**src/rtl/lu_pkg.sv**
```systemverilog
`default_nettype none
// ============================================================================
// Module      : lu_pkg
// Description : Shared opcodes, FSM state encoding and default width for the
//               logic-unit arbiter.
// Revision    : 1.0 - initial release
// ============================================================================
package lu_pkg;

    localparam int unsigned LU_DEFAULT_WIDTH = 8;

    // {s1,s0} selects of the shared logic unit
    localparam logic [1:0] OP_AND  = 2'b00;
    localparam logic [1:0] OP_OR   = 2'b01;
    localparam logic [1:0] OP_XOR  = 2'b10;
    localparam logic [1:0] OP_NOTA = 2'b11;

    localparam logic [1:0] S_IDLE = 2'd0;
    localparam logic [1:0] S_EXEC = 2'd1;
    localparam logic [1:0] S_RESP = 2'd2;

endpackage
`default_nettype wire

```
**src/rtl/rr_pick.sv**
```systemverilog
`default_nettype none
// ============================================================================
// Module      : rr_pick
// Description : Combinational round-robin picker: first set request at or
//               above ptr, wrapping; returns one-hot grant, index and any.
// Revision    : 1.0 - initial release
// ============================================================================
module rr_pick #(
    parameter int NREQ = 4,
    parameter int IDW  = 2
) (
    input  logic [NREQ-1:0] req,
    input  logic [IDW-1:0]  ptr,
    output logic [NREQ-1:0] gnt,
    output logic [IDW-1:0]  idx,
    output logic            any
);

    logic [IDW:0] w_sum;

    // Explicit compare-and-subtract keeps the wrap correct for any NREQ.
    always_comb begin
        gnt   = '0;
        idx   = '0;
        any   = 1'b0;
        w_sum = '0;
        for (int i = 0; i < NREQ; i++) begin
            w_sum = {1'b0, ptr} + (IDW+1)'(i);
            if (w_sum >= (IDW+1)'(NREQ)) begin
                w_sum = w_sum - (IDW+1)'(NREQ);
            end
            if (!any && req[w_sum[IDW-1:0]]) begin
                any = 1'b1;
                idx = w_sum[IDW-1:0];
            end
        end
        gnt[idx] = any;
    end

endmodule
`default_nettype wire

```
**src/rtl/lu_arbiter.sv**
```systemverilog
`default_nettype none
// ============================================================================
// Module      : lu_arbiter
// Description : Round-robin arbiter/sequencer sharing one logic unit among
//               NREQ requesters, with a valid/ready response channel.
// Revision    : 1.0 - initial release
// ============================================================================
module lu_arbiter
    import lu_pkg::*;
#(
    parameter int NREQ  = 4,
    parameter int WIDTH = LU_DEFAULT_WIDTH,
    parameter int IDW   = $clog2(NREQ)
) (
    input  logic                  clk,
    input  logic                  reset,
    input  logic [NREQ-1:0]       req_valid,
    output logic [NREQ-1:0]       req_ready,
    input  logic [NREQ*WIDTH-1:0] req_a,
    input  logic [NREQ*WIDTH-1:0] req_b,
    input  logic [NREQ*2-1:0]     req_op,
    output logic [WIDTH-1:0]      lu_a,
    output logic [WIDTH-1:0]      lu_b,
    output logic                  lu_s1,
    output logic                  lu_s0,
    input  logic [WIDTH-1:0]      lu_d,
    output logic                  rsp_valid,
    input  logic                  rsp_ready,
    output logic [WIDTH-1:0]      rsp_data,
    output logic [IDW-1:0]        rsp_id,
    output logic [15:0]           ops_done
);

    logic [1:0]       r_state;
    logic [1:0]       w_state_nxt;
    logic [IDW-1:0]   r_rr_ptr;
    logic [IDW-1:0]   r_id;
    logic [WIDTH-1:0] r_lu_a;
    logic [WIDTH-1:0] r_lu_b;
    logic [1:0]       r_lu_op;
    logic             r_rsp_valid;
    logic [WIDTH-1:0] r_rsp_data;
    logic [IDW-1:0]   r_rsp_id;
    logic [15:0]      r_ops_done;

    logic [NREQ-1:0]  w_gnt;
    logic [IDW-1:0]   w_gnt_idx;
    logic             w_gnt_any;
    logic [IDW-1:0]   w_ptr_nxt;

    rr_pick #(
        .NREQ (NREQ),
        .IDW  (IDW)
    ) u_pick (
        .req  (req_valid),
        .ptr  (r_rr_ptr),
        .gnt  (w_gnt),
        .idx  (w_gnt_idx),
        .any  (w_gnt_any)
    );

    assign w_ptr_nxt = (w_gnt_idx == IDW'(NREQ-1)) ? '0 : w_gnt_idx + IDW'(1);

    always_ff @(posedge clk) begin
        if (reset) begin
            r_state <= S_IDLE;
        end else begin
            r_state <= w_state_nxt;
        end
    end

    always_comb begin
        w_state_nxt = r_state;
        case (r_state)
            S_IDLE:  if (w_gnt_any) w_state_nxt = S_EXEC;
            S_EXEC:  w_state_nxt = S_RESP;
            S_RESP:  if (rsp_ready) w_state_nxt = S_IDLE;
            default: w_state_nxt = S_IDLE;
        endcase
    end

    always_comb begin
        req_ready = '0;
        if (r_state == S_IDLE && !reset) begin
            req_ready = w_gnt;
        end
    end

    always_ff @(posedge clk) begin
        if (reset) begin
            r_rr_ptr    <= '0;
            r_id        <= '0;
            r_lu_a      <= '0;
            r_lu_b      <= '0;
            r_lu_op     <= '0;
            r_rsp_valid <= 1'b0;
            r_rsp_data  <= '0;
            r_rsp_id    <= '0;
            r_ops_done  <= '0;
        end else begin
            case (r_state)
                S_IDLE: begin
                    if (w_gnt_any) begin
                        r_lu_a   <= req_a[w_gnt_idx*WIDTH +: WIDTH];
                        r_lu_b   <= req_b[w_gnt_idx*WIDTH +: WIDTH];
                        r_lu_op  <= req_op[w_gnt_idx*2 +: 2];
                        r_id     <= w_gnt_idx;
                        r_rr_ptr <= w_ptr_nxt;
                    end
                end
                S_EXEC: begin
                    r_rsp_data  <= lu_d;
                    r_rsp_id    <= r_id;
                    r_rsp_valid <= 1'b1;
                end
                S_RESP: begin
                    if (rsp_ready) begin
                        r_rsp_valid <= 1'b0;
                        if (r_ops_done != 16'hFFFF) begin
                            r_ops_done <= r_ops_done + 16'd1;
                        end
                    end
                end
                default: ;
            endcase
        end
    end

    assign lu_a      = r_lu_a;
    assign lu_b      = r_lu_b;
    assign lu_s1     = r_lu_op[1];
    assign lu_s0     = r_lu_op[0];
    assign rsp_valid = r_rsp_valid;
    assign rsp_data  = r_rsp_data;
    assign rsp_id    = r_rsp_id;
    assign ops_done  = r_ops_done;

endmodule
`default_nettype wire

```
**config.mk**
```make
export PLATFORM = sky130hd
export DESIGN_NAME = lu_arbiter
export DESIGN_NICKNAME = d
export VERILOG_FILES = /design/src/rtl/lu_pkg.sv /design/src/rtl/rr_pick.sv /design/src/rtl/lu_arbiter.sv
export SDC_FILE = /design/constraint.sdc
export NUM_CORES = 1
export LEC_CHECK = 0
export ABC_CLOCK_PERIOD_IN_PS = 4300
export CAP_MARGIN = 20
export CORE_MARGIN = 2
export CORE_UTILIZATION = 45
export DETAILED_ROUTE_END_ITERATION = 6
export MAX_ROUTING_LAYER = met4
export PLACE_DENSITY = 0.93
export SLEW_MARGIN = 0
export SYNTH_ARGS = -nofsm -noshare
export SYNTH_HDL_FRONTEND = slang
export SYNTH_SLANG_ARGS = --single-unit
export TNS_END_PERCENT = 50
```
**constraint.sdc**
```tcl
create_clock -name clk -period 4.3 [get_ports clk]
set_input_delay 0.86 -clock clk [delete_from_list [all_inputs] [get_ports clk]]
set_output_delay 0.86 -clock clk [all_outputs]
set_load 0.02 [all_outputs]
```
### Yosys cells after proc, flatten, opt, wreduce, memory -nomap -nowiden

Index checks and enable logic that the tools add are counted.

* input bits: 87
* output and inout port bits: 49
* word-level logic and storage cells: 83
* register bits after elaboration: 51

* $add $sub $neg: 9
* eq/ne operators: 6
* reduce and logical (&&, ||, !) cells: 15
* shift-type cells: 3
* magnitude comparators: 10
* muxes and demuxes: 29
* bitwise operators: 1

Operator list (count)
* indexed part select 32 x 6 -> 8 bit: 2
* 2-to-1 mux 2 bit: 11
* adder 16 x 1 -> 16 bit, second input constant: 1
* inequality test 16 bit, second input constant: 1
* less-than comparator 2 x 3 -> 1 bit, second input constant: 5
* 2-to-1 mux 1 bit: 10
* >= comparator 3 bit, second input constant: 3
* binary-select mux 1 bit (select 2 bit): 4
* indexed part select 8 x 4 -> 2 bit: 1
* subtractor 2 x 1 -> 2 bit, second input constant: 4
* adder 2 x 2 -> 3 bit, second input constant: 2
* case mux 2 bit (3 select lines): 1
* AND reduction 2 bit: 3
* logical AND 1 bit: 5
* bitwise AND 4 bit: 1
* == test 2 bit, second input constant: 2
* zero test 1 bit: 4
* 2-to-1 mux 4 bit: 1
* adder 2 x 1 -> 3 bit, second input constant: 1
* >= comparator 2 x 3 -> 1 bit, second input constant: 1
* AND reduction 3 bit: 1
* adder 2 x 1 -> 2 bit, second input constant: 1
* demux 1 bit (select 2 bit): 1
* == test 2 x 1 -> 1 bit, second input constant: 1
* other kinds (6): 6

### Depth between registers and ports, before layout

Gate-level depths: netlist of run 1.

* word-level depth: 20
* mapped depth: 8
* depth with buffers taken out: 6

### By module

A second synthesis of run 1 with hierarchy kept.

* cell total of the unflattened synthesis: 309
* area total of the unflattened synthesis: 2692.6 sq um

By module, submodules not included
* lu_arbiter: sequential area each 1021.0 sq um, area each 2509.9 sq um, cells an instance 277, instances 1
* rr_pick: sequential area each 0.0 sq um, area each 182.7 sq um, cells an instance 32, instances 1

### Worst setup path before layout of run 1

No wires, ideal clock.

* path type: input port to output port
* from: input port req_valid[0]
* to: output port req_ready[1]
* data arrival time: 2.278 ns
* buffers on the path: 1
* cell stages on the path: 6
* slack: 1.162 ns
* data required time: 3.440 ns
* cells stage by stage: a21oi_1 o21a_1 o22a_1 nand2b_1 buf_4 nor4_1

* cells in the longest elaborated chain, start to end: 18
* elaborated cells on any way between the ends: 29
* those cells by class: order compare: 2; mux: 19; bitwise: 1; reduce/logical: 7

RTL lines
* start: declaration: RTL line lu_arbiter.sv:17 `input logic [NREQ-1:0] req_valid,`
* binary-select mux 1 bit (select 2 bit): RTL line rr_pick.sv:32 `if (!any && req[w_sum[IDW-1:0]]) begin`
* 2-to-1 mux 1 bit (not written as such): RTL line rr_pick.sv:32
* 2-to-1 mux 1 bit: RTL line rr_pick.sv:32
* zero test 1 bit: RTL line rr_pick.sv:32
* logical AND 1 bit: RTL line rr_pick.sv:32
* 2-to-1 mux 1 bit: RTL line rr_pick.sv:32
* zero test 1 bit: RTL line rr_pick.sv:32
* logical AND 1 bit: RTL line rr_pick.sv:32
* [... 2 more ...]
* logical AND 1 bit: RTL line rr_pick.sv:32
* 2-to-1 mux 2 bit: RTL line rr_pick.sv:32
* less-than comparator 2 x 3 -> 1 bit (not written as such) / >= comparator 2 x 1 -> 1 bit (equally long branches): RTL line rr_pick.sv:37 `gnt[idx] = any;`
* logical AND 1 bit (not written as such): RTL line rr_pick.sv:37
* 2-to-1 mux 1 bit (not written as such): RTL line rr_pick.sv:37
* demux 1 bit (select 2 bit)
* bitwise AND 4 bit (no source line) (*)
* 2-to-1 mux 4 bit (*): RTL line lu_arbiter.sv:84 `if (r_state == S_IDLE && !reset) begin`
* end: declaration: RTL line lu_arbiter.sv:18 `output logic [NREQ-1:0] req_ready,`

Every way passes the cells marked *; elsewhere a longest branch is shown, timed or not. The select of a mux whose other input is x is not followed.

### Worst setup path after layout of run 1

* from: input port req_valid[0]
* to: output port req_ready[3]

The elaborated chain is that of the path after synthesis.

==> impl_metrics.ini, run 1 <==
[outcome]
outcome = finished clean

[floorplanning]
core_area_um2 = 6310
dieArea_um2 = 7170
io_pins = 136
die_w_um = 84.7
initial_utilization = 0.464
die_y_um = 84.7
rows = 29

[logic_synthesis]
synth_cell_types = 51
yosysTopAreaCellShare = 0.348
syn-mean-instance-area_um2 = 9.02
syn_nets = 414
synth_warnings = 0
synth_edf_count = 0
synthFlopType = dfxtp_1
netlist_area_um2 = 2930
synth_area_leaders = dfxtp_1, mux2i_1, nand2_1
synthCells = 325
ys_ff_latch = 51
async_flop_share = 0
synth_area_leader_cell = dfxtp_1
ys_seq_area_frac = 0.348

[route]
drc = 0
vias_per_cell = 5.67
drt_iter0_drc = 102
vias = 2973
totalWireLength_mm = 8.52
first_pass_iters = 4
ant_nets = 0
wl_per_cell_um = 16.3

[cts]
cts_sinks = 51
ctsHoldBuffers = 0
ctsHtreeMaxLevel = 2
post_cts_buffers = 0
clock_path_buffers = 2
cts_resized = 0
path_clk_slew_ps = 100
clockRootBuffer = clkbuf_8
clock_latency_ps = 320
cts_tree = built
cts_buffers = 5

[sta]
drv_slew = 0
fin_skew_ps = 10.1
finalSetupViolCount = 0
fmax_ghz = 0.248
setup_tns_ps = 0
max_slew.worst_pin.slew_ps = 793
maxSlewHeadroom = 0.470
hold_slack_ps = 459
fin_crit_ps = 4030
rsz0062_at_grt = no
hold_viol = 0
period_share = 0.937

[setup_path]
slowest_stage = nor2_2
criticalPathCategory = input port to output pin
arrival_ps = 3170
path_buf_inv = 2
r2r_slack_ps = 2040
path_max_fanout = 19
cp_top_family = buffers and inverters
endpoint_kind = output pin
worstPathCellList = clkdlybuf4s50_1, mux2i_1, nor2_2, nor3_4, ha_1, and2_1, clkdlybuf4s50_1
cp_slowest_stage_delay_ps = 620
r2r_start = r_rr_ptr[1]$_SDFFE_PP0P_
start_kind = input port
worst_r2r_path_depth = 6
r2r-end = r_rr_ptr[0]$_SDFFE_PP0P_
crit_top_cell = clkdlybuf4s50_1
worstPathRequired_ps = 3440

[layout]
insertedDiodeCount = 0
stdcell_area_um2 = 4360
drive_gt1_frac = 0.0984
area.growth.synth_to_final_pct = 48.7
final_nets = 535
fin_util = 0.690

[grt]
antenna_found_initial = 0
grt_pass1_wl_mm = 13.9
overflow = 0
grt_max_degree = 34
grt.total_usage = 0.248
grt_pass1_vias = 2978

[flow_run]
drv_cap = 0

[power_and_ir_drop]
power_density_nw_per_um2 = 310
ir_drop_uv = 214
finalPower_w = 0.00135
leakagePower_nw = 1.57

[place]
io_buffer_count = 135
dpl.hpwl_mm = 6.41
routabilityCongestion = 0.818
placed_area_um2 = 4260

[min_path]
hp-class = flip-flop to flip-flop
hp-start = rsp_data[0]$_SDFFE_PP0P_
hold_end = rsp_data[0]$_SDFFE_PP0P_
worstHoldPathCells = 2
-- worst max-delay path by stage --
stage / start / slack [ps] / endpoint / cells past startpoint
4_1_cts: req_valid[0] / 270 / req_ready[3] / 7
3_3_place_gp: req_valid[0] / 370 / req_ready[3] / 7
6_report: req_valid[0] / 270 / req_ready[3] / 7
3_5_place_dp: req_valid[0] / 280 / req_ready[3] / 7
2_1_floorplan: req_valid[0] / 1160 / req_ready[1] / 6
5_1_grt: req_valid[0] / 80 / req_ready[3] / 7
-- cell families after synthesis --
logic type | after synthesis | share of synthesized area
muxes | 25 | 0.0854
buffers and inverters | 27 | 0.0529
and+or+nand+nor | 122 | 0.229
adders and majority gates | 2 | 0.00854
DFF | 51 | 0.348
xor gates and xnor gates | 11 | 0.0329
AOI/OAI and AO/OA | 87 | 0.243
-- per-layer routing --
layer	track usage	share of wire
met5	-	0
met4	0.102	0.035
met3	0.0462	0.071
met2	0.422	0.50
met1	0.287	0.40
-- placed cells by master, fill, tap and decap left out, types with 3 or more instances in the layout --
| cell type | count |
|---|---|
| nand2_1 | 45 |
| and4_1 | 19 |
| and3_1 | 4 |
| o211ai_1 | 7 |
| clkbuf_8 | 5 |
| xnor2_1 | 5 |
| mux2i_1 | 25 |
| a21oi_1 | 17 |
| nor3_1 | 4 |
| clkdlybuf4s50_1 | 135 |
| o21ai_2 | 10 |
| o211ai_2 | 12 |
| nor2_1 | 20 |
| xor2_1 | 6 |
| nand3_1 | 6 |
| o21ai_0 | 9 |
| buf_4 | 4 |
| dfxtp_1 | 51 |
| nand2b_1 | 3 |
| nand4_1 | 3 |
| o31a_1 | 17 |
-- synthesized netlist by cell type (3+ instances only) --
library cell	number
o21ai_0	9
and4_1	19
nand2b_1	3
o31a_1	17
nor2_1	20
nand2_1	45
nor3_1	4
buf_2	4
o21ai_2	10
dfxtp_1	51
xnor2_1	5
xor2_1	6
clkbuf_1	13
buf_6	4
nand3_1	6
mux2i_1	25
o211ai_1	7
and3_1	4
a21oi_1	17
nand4_1	3
o211ai_2	12
-- flip-flops by register name (all words and copies together), names as in the netlist --
| register | cells |
|---|---|
| r_state | 2 |
| rsp_valid | 1 |
| rsp_id | 2 |
| r_id | 2 |
| rsp_data | 8 |
| lu_b | 8 |
| ops_done | 16 |
| r_rr_ptr | 2 |
| lu_a | 8 |
| r_lu_op | 2 |
-- through the flow --
step	setup WS [ps]	instances
3_3_place_gp	373	516
6_report	270	524
4_1_cts	268	524
3_5_place_dp	278	516
5_1_grt	79.9	524
2_1_floorplan	1160	325
-- layout make-up --
cell class | instances | area (um2)
well taps | 77 | 96.3
clock buffers | 5 | 68.8
multi-input cells | 247 | 1750
repair buffers | 139 | 1380
inverters | 2 | 7.51
clock inverters | 3 | 28.8
fillers | 499 | 1960
flip-flops and latches | 51 | 1020
-- tightest hold or removal path, delay by kind of cell, from the launching register on --
kind             cells  cell delay [ps]
AND/OR/NAND/NOR      1               50
flip-flops           1              320
AO/OA/AOI/OAI        1               50
-- power by group --
part	internal, W	switching, W	leakage [nW]
Sequential	0.000521	0.0000320	0.417
Clock	0.000121	0.000179	0.0502
Combinational	0.000250	0.000247	1.10
Total	0.000892	0.000458	1.57
Note: power is estimated with default switching activity, not from simulation.
==> run 2: changes to the inputs <==
Settings changed: CORE_MARGIN 2 to unset.
==> impl_metrics.ini, run 2 (same netlist as run 1, synthesis figures left out) <==
[outcome]
outcome = finished clean

[cts]
cts_tree = built
clock_latency_ps = 310
clock_path_buffers = 2
ctsHtreeMaxLevel = 2
ctsHoldBuffers = 0
cts_sinks = 51
cts_buffers = 5
post_cts_buffers = 0
clockRootBuffer = clkbuf_8
path_clk_slew_ps = 90
cts_resized = 0

[grt]
overflow = 0
grt_max_degree = 34
grt.total_usage = 0.246
grt_pass1_vias = 2768
grt_pass1_wl_mm = 12.4
antenna_found_initial = 0

[sta]
finalSetupViolCount = 0
max_slew.worst_pin.slew_ps = 776
rsz0062_at_grt = no
setup_ws_ps = 254
fin_crit_ps = 4050
fin_skew_ps = 5.02
setup_tns_ps = 0
drv_slew = 0
hold_viol = 0
maxSlewHeadroom = 0.482
fmax_ghz = 0.247
period_share = 0.941

[floorplanning]
rows = 29
initial_utilization = 0.464
dieArea_um2 = 6840
die_w_um = 82.7
core_area_um2 = 6310
die_y_um = 82.7
io_pins = 136

[layout]
largest_reg_flops = 16
multi_input_area_um2 = 1750
insertedDiodeCount = 0
final_nets = 537
seq_area_um2 = 1020
layout_common_cells = clkdlybuf4s50_1, dfxtp_1, nand2_1
final_common_cell = clkdlybuf4s50_1
area.growth.synth_to_final_pct = 50.0
fin_cells = 526
stdcell_area_um2 = 4400
fillers = 520
drive_gt1_frac = 0.102

[setup_path]
path_max_fanout = 19
crit_top_cell = clkdlybuf4s50_1
r2r_slack_ps = 2180
criticalPathCategory = input port to output pin
cp_slowest_stage_delay_ps = 600
endpoint_kind = output pin
start_kind = input port
slowest_stage = clkdlybuf4s50_1
worstPathRequired_ps = 3440
worstPathCellList = clkdlybuf4s50_1, mux2i_1, nor2_2, nor3_4, buf_4, nor2_1, clkdlybuf4s50_1
arrival_ps = 3190

[route]
totalWireLength_mm = 8.15
drc = 0
drt_iter0_drc = 82
ant_nets = 0
vias_per_cell = 5.69
first_pass_iters = 4
wl_per_cell_um = 15.5
vias = 2994

[min_path]
hp-class = flip-flop to flip-flop

[place]
io_buffer_count = 135
placed_area_um2 = 4280
dp_slack_ps = 256
dp.cells = 518
dpl.hpwl_mm = 6.21
routabilityCongestion = 0.843

[power_and_ir_drop]
leakagePower_nw = 1.59
finalPower_w = 0.00141
ir_drop_uv = 180
power_density_nw_per_um2 = 320

[flow_run]
drv_cap = 0
[run 2: power breakdown]
group | switching, W | internal (W)
Combinational | 0.000245 | 0.000253
Sequential | 0.0000324 | 0.000521
Clock | 0.000164 | 0.000192
[run 2: path summary, 6_finish.rpt]
| path | startpoint | cells after the start | end |
|---|---|---|---|
| max | req_valid[0] | 7 | req_ready[2] |
| min | rsp_id[0]$_SDFFE_PP0P_ | 2 | rsp_id[0]$_SDFFE_PP0P_ |
| max reg2reg | ops_done[4]$_SDFFE_PP0P_ | 5 | ops_done[1]$_SDFFE_PP0P_ |
| min reg2reg | rsp_id[0]$_SDFFE_PP0P_ | 2 | rsp_id[0]$_SDFFE_PP0P_ |
[run 2: per-stage QoR]
| stage | utilization | hold slack (ps) |
|---|---|---|
| finish | 0.696 | 457 |
| global route | 0.696 | 484 |
| CTS | 0.696 | 460 |
| detailed placement | 0.677 | 446 |
| global placement | 0.677 | 441 |
| floorplan | - | 432 |
[run 2: worst max-delay path, delay by kind of cell]
kind / cells / cell delay [ps]
and+or+nand+nor: 3 / 790
buffers and inverters: 3 / 1390
muxes: 1 / 130
[run 2: layer usage]
| metal | part of all wire | vias to the layer above | track usage |
|---|---|---|---|
| li1 | - | 1443 | - |
| met1 | 0.40 | 1401 | 0.269 |
| met2 | 0.51 | 133 | 0.434 |
| met3 | 0.068 | 17 | 0.0593 |
| met4 | 0.022 | 0 | 0.0828 |
| met5 | 0 | - | - |
[run 2: cell type report]
class,instances,area share
clock buffer,6,0.0188
sequential,51,0.232
clock inverter,2,0.00882
tap,77,0.0219
timing repair buffer,141,0.318
inverter,2,0.00171
multi-input combinational,247,0.399
==> run 3: changes to the inputs <==
Settings changed: ABC_AREA set to 1, ABC_CLOCK_PERIOD_IN_PS 4300 to unset, CORE_UTILIZATION 45 to 46, PLACE_DENSITY 0.93 to 0.94.
==> impl_metrics.ini, run 3 <==
[setup_path]
criticalPathCategory = input port to output pin
arrival_ps = 3070
slowest_stage = clkdlybuf4s50_1
path_max_fanout = 3
worstPathCellList = clkdlybuf4s50_1, inv_1, o21ai_1, nor2_2, nand2_1, nor2_2, inv_2, nand3_2, ha_1, inv_1, nor2_1, clkdlybuf4s50_1
endpoint_kind = output pin
path_buf_inv = 5
cp_slowest_stage_delay_ps = 620
cp_top_family = buffers and inverters
worstPathRequired_ps = 3440
start_kind = input port

[layout]
final_nets = 691
stdcell_area_um2 = 4550
insertedDiodeCount = 0
largest_reg_flops = 16
final_common_cell = clkdlybuf4s50_1
fin_cells = 680
area.growth.synth_to_final_pct = 48.3
layout_common_cells = clkdlybuf4s50_1, nand2_1, nand3_1
drive_gt1_frac = 0.0647

[power_and_ir_drop]
swShare = 0.446
p_clk_frac = 0.160
intPower_w = 0.00135
ir_drop_uv = 313
pwr-share-comb = 0.578
leakagePower_nw = 1.87
finalPower_w = 0.00244
switching_power_w = 0.00109
p_seq_frac = 0.262
power_density_nw_per_um2 = 537

[place]
placed_area_um2 = 4420
routabilityCongestion = 0.968
dpl.hpwl_mm = 6.84
dp.cells = 672
io_buffer_count = 135

[cts]
ctsHoldBuffers = 0
cts_buffers = 5
post_cts_buffers = 0
cts_sinks = 51
path_clk_slew_ps = 100
clock_path_buffers = 2
clockRootBuffer = clkbuf_8
cts_resized = 0
clock_latency_ps = 300
cts_tree = built
ctsHtreeMaxLevel = 2

[logic_synthesis]
yosysMostFrequentCell = nand2_1
syn-mean-instance-area_um2 = 6.43
synthCells = 477
yosysTopAreaCellShare = 0.333
async_flop_share = 0
ys_seq_area_frac = 0.333
ys_ff_latch = 51
syn_nets = 566
netlist_area_um2 = 3070
synth_area_leader_cell = dfxtp_1
synth_edf_count = 0
synth_warnings = 0
synthFlopType = dfxtp_1
synth_area_leaders = dfxtp_1, nand3_1, nand2_1
netlist_top_cells_count = nand2_1, nand3_1, dfxtp_1
synth_cell_types = 30

[route]
totalWireLength_mm = 9.04
first_pass_iters = 7
wl_per_cell_um = 13.3
drt_iter0_drc = 242
ant_nets = 0
vias = 3649
vias_per_cell = 5.37
drc = 0

[sta]
fmax_ghz = 0.254
period_share = 0.914
fin_crit_ps = 3930
drv_slew = 0
finalSetupViolCount = 0
setup_tns_ps = 0
hold_viol = 0
maxSlewHeadroom = 0.561
fin_skew_ps = 11.6
rsz0062_at_grt = no
max_slew.worst_pin.slew_ps = 656

[grt]
grt_pass1_wl_mm = 14.9
overflow = 0
grt.total_usage = 0.265
antenna_found_initial = 0
grt_pass1_vias = 3392
grt_max_degree = 37

[outcome]
outcome = finished clean

[floorplanning]
core_area_um2 = 6390
rows = 29
io_pins = 136
die_w_um = 83.7
die_y_um = 83.7
initial_utilization = 0.480
dieArea_um2 = 7000

[min_path]
hp-class = flip-flop to flip-flop

[flow_run]
drv_cap = 0
run 3: cell count changes after synthesis, moves of 9 or more:
cell | previous run | this run
clkbuf_1 | 13 | 4
o31a_1 | 17 | 0
o211ai_2 | 12 | 0
o21ai_2 | 10 | 1
nor2_1 | 20 | 38
and4_1 | 19 | 0
mux2i_1 | 25 | 0
inv_1 | 2 | 23
nand3_1 | 6 | 120
nand2_1 | 45 | 129
run 3: cell type report:
cell class                 count  area (um2)
inverter                      29         109
sequential                    51        1020
clock buffer                   6        72.6
fill                         516        1840
multi-input combinational    371        1770
tap                           77        96.3
timing repair buffer         144        1420
clock inverter                 2        60.1
run 3: worst register-to-register path: stages (launching register included):
cell      delay [ps]
dfxtp_1          400
ha_1             210
inv_1            100
nor4_2           450
nand3b_1         130
nand2_1          450
inv_1            350
nand3_1          150
nand2_1           50
a21oi_1          110
run 3: metal layers:
layer,vias up,global-route usage,share of wire
met5,-,-,0
met4,0,0.0755,0.019
met3,21,0.0564,0.094
met2,180,0.481,0.50
met1,1621,0.291,0.38
li1,1827,-,-
run 3: worst paths after layout:
| check | from | end | slack, ps | depth (start not counted) |
|---|---|---|---|---|
| max reg2reg | ops_done[0]$_SDFFE_PP0P_ | ops_done[6]$_SDFFE_PP0P_ | 1830 | 9 |
| max | req_valid[2] | req_ready[3] | 370 | 12 |
| min reg2reg | lu_a[7]$_SDFFE_PP0P_ | lu_a[7]$_SDFFE_PP0P_ | 460 | 2 |
| min | lu_a[7]$_SDFFE_PP0P_ | lu_a[7]$_SDFFE_PP0P_ | 460 | 2 |
run 3: per-stage QoR:
stage               utilization  hold slack [ps]  setup WS, ps
global placement          0.692              437           465
floorplan                     -              435          1220
CTS                       0.713              457           375
finish                    0.713              455           369
global route              0.713              473           185
detailed placement        0.692              438           382
run 3: logic make-up (layout without fill, tap and decap cells):
family / count (synthesis) / after routing / share of synthesized area
fa+ha+maj: 2 / 2 / 0.00816
simple gates: 321 / 321 / 0.478
compound gates: 39 / 39 / 0.0657
flops: 51 / 51 / 0.333
buf+inv: 55 / 181 / 0.0893
xor+xnor: 9 / 9 / 0.0257
run 3: power by group through the flow:
stage	Clock [W]	Sequential, W	Combinational [W]
2_1_floorplan	0	0.000730	0.000916
3_3_place_gp	0	0.000647	0.00137
3_5_place_dp	0	0.000647	0.00140
4_1_cts	0.000394	0.000639	0.00141
5_1_grt	0.000413	0.000653	0.00156
6_report	0.000391	0.000640	0.00141
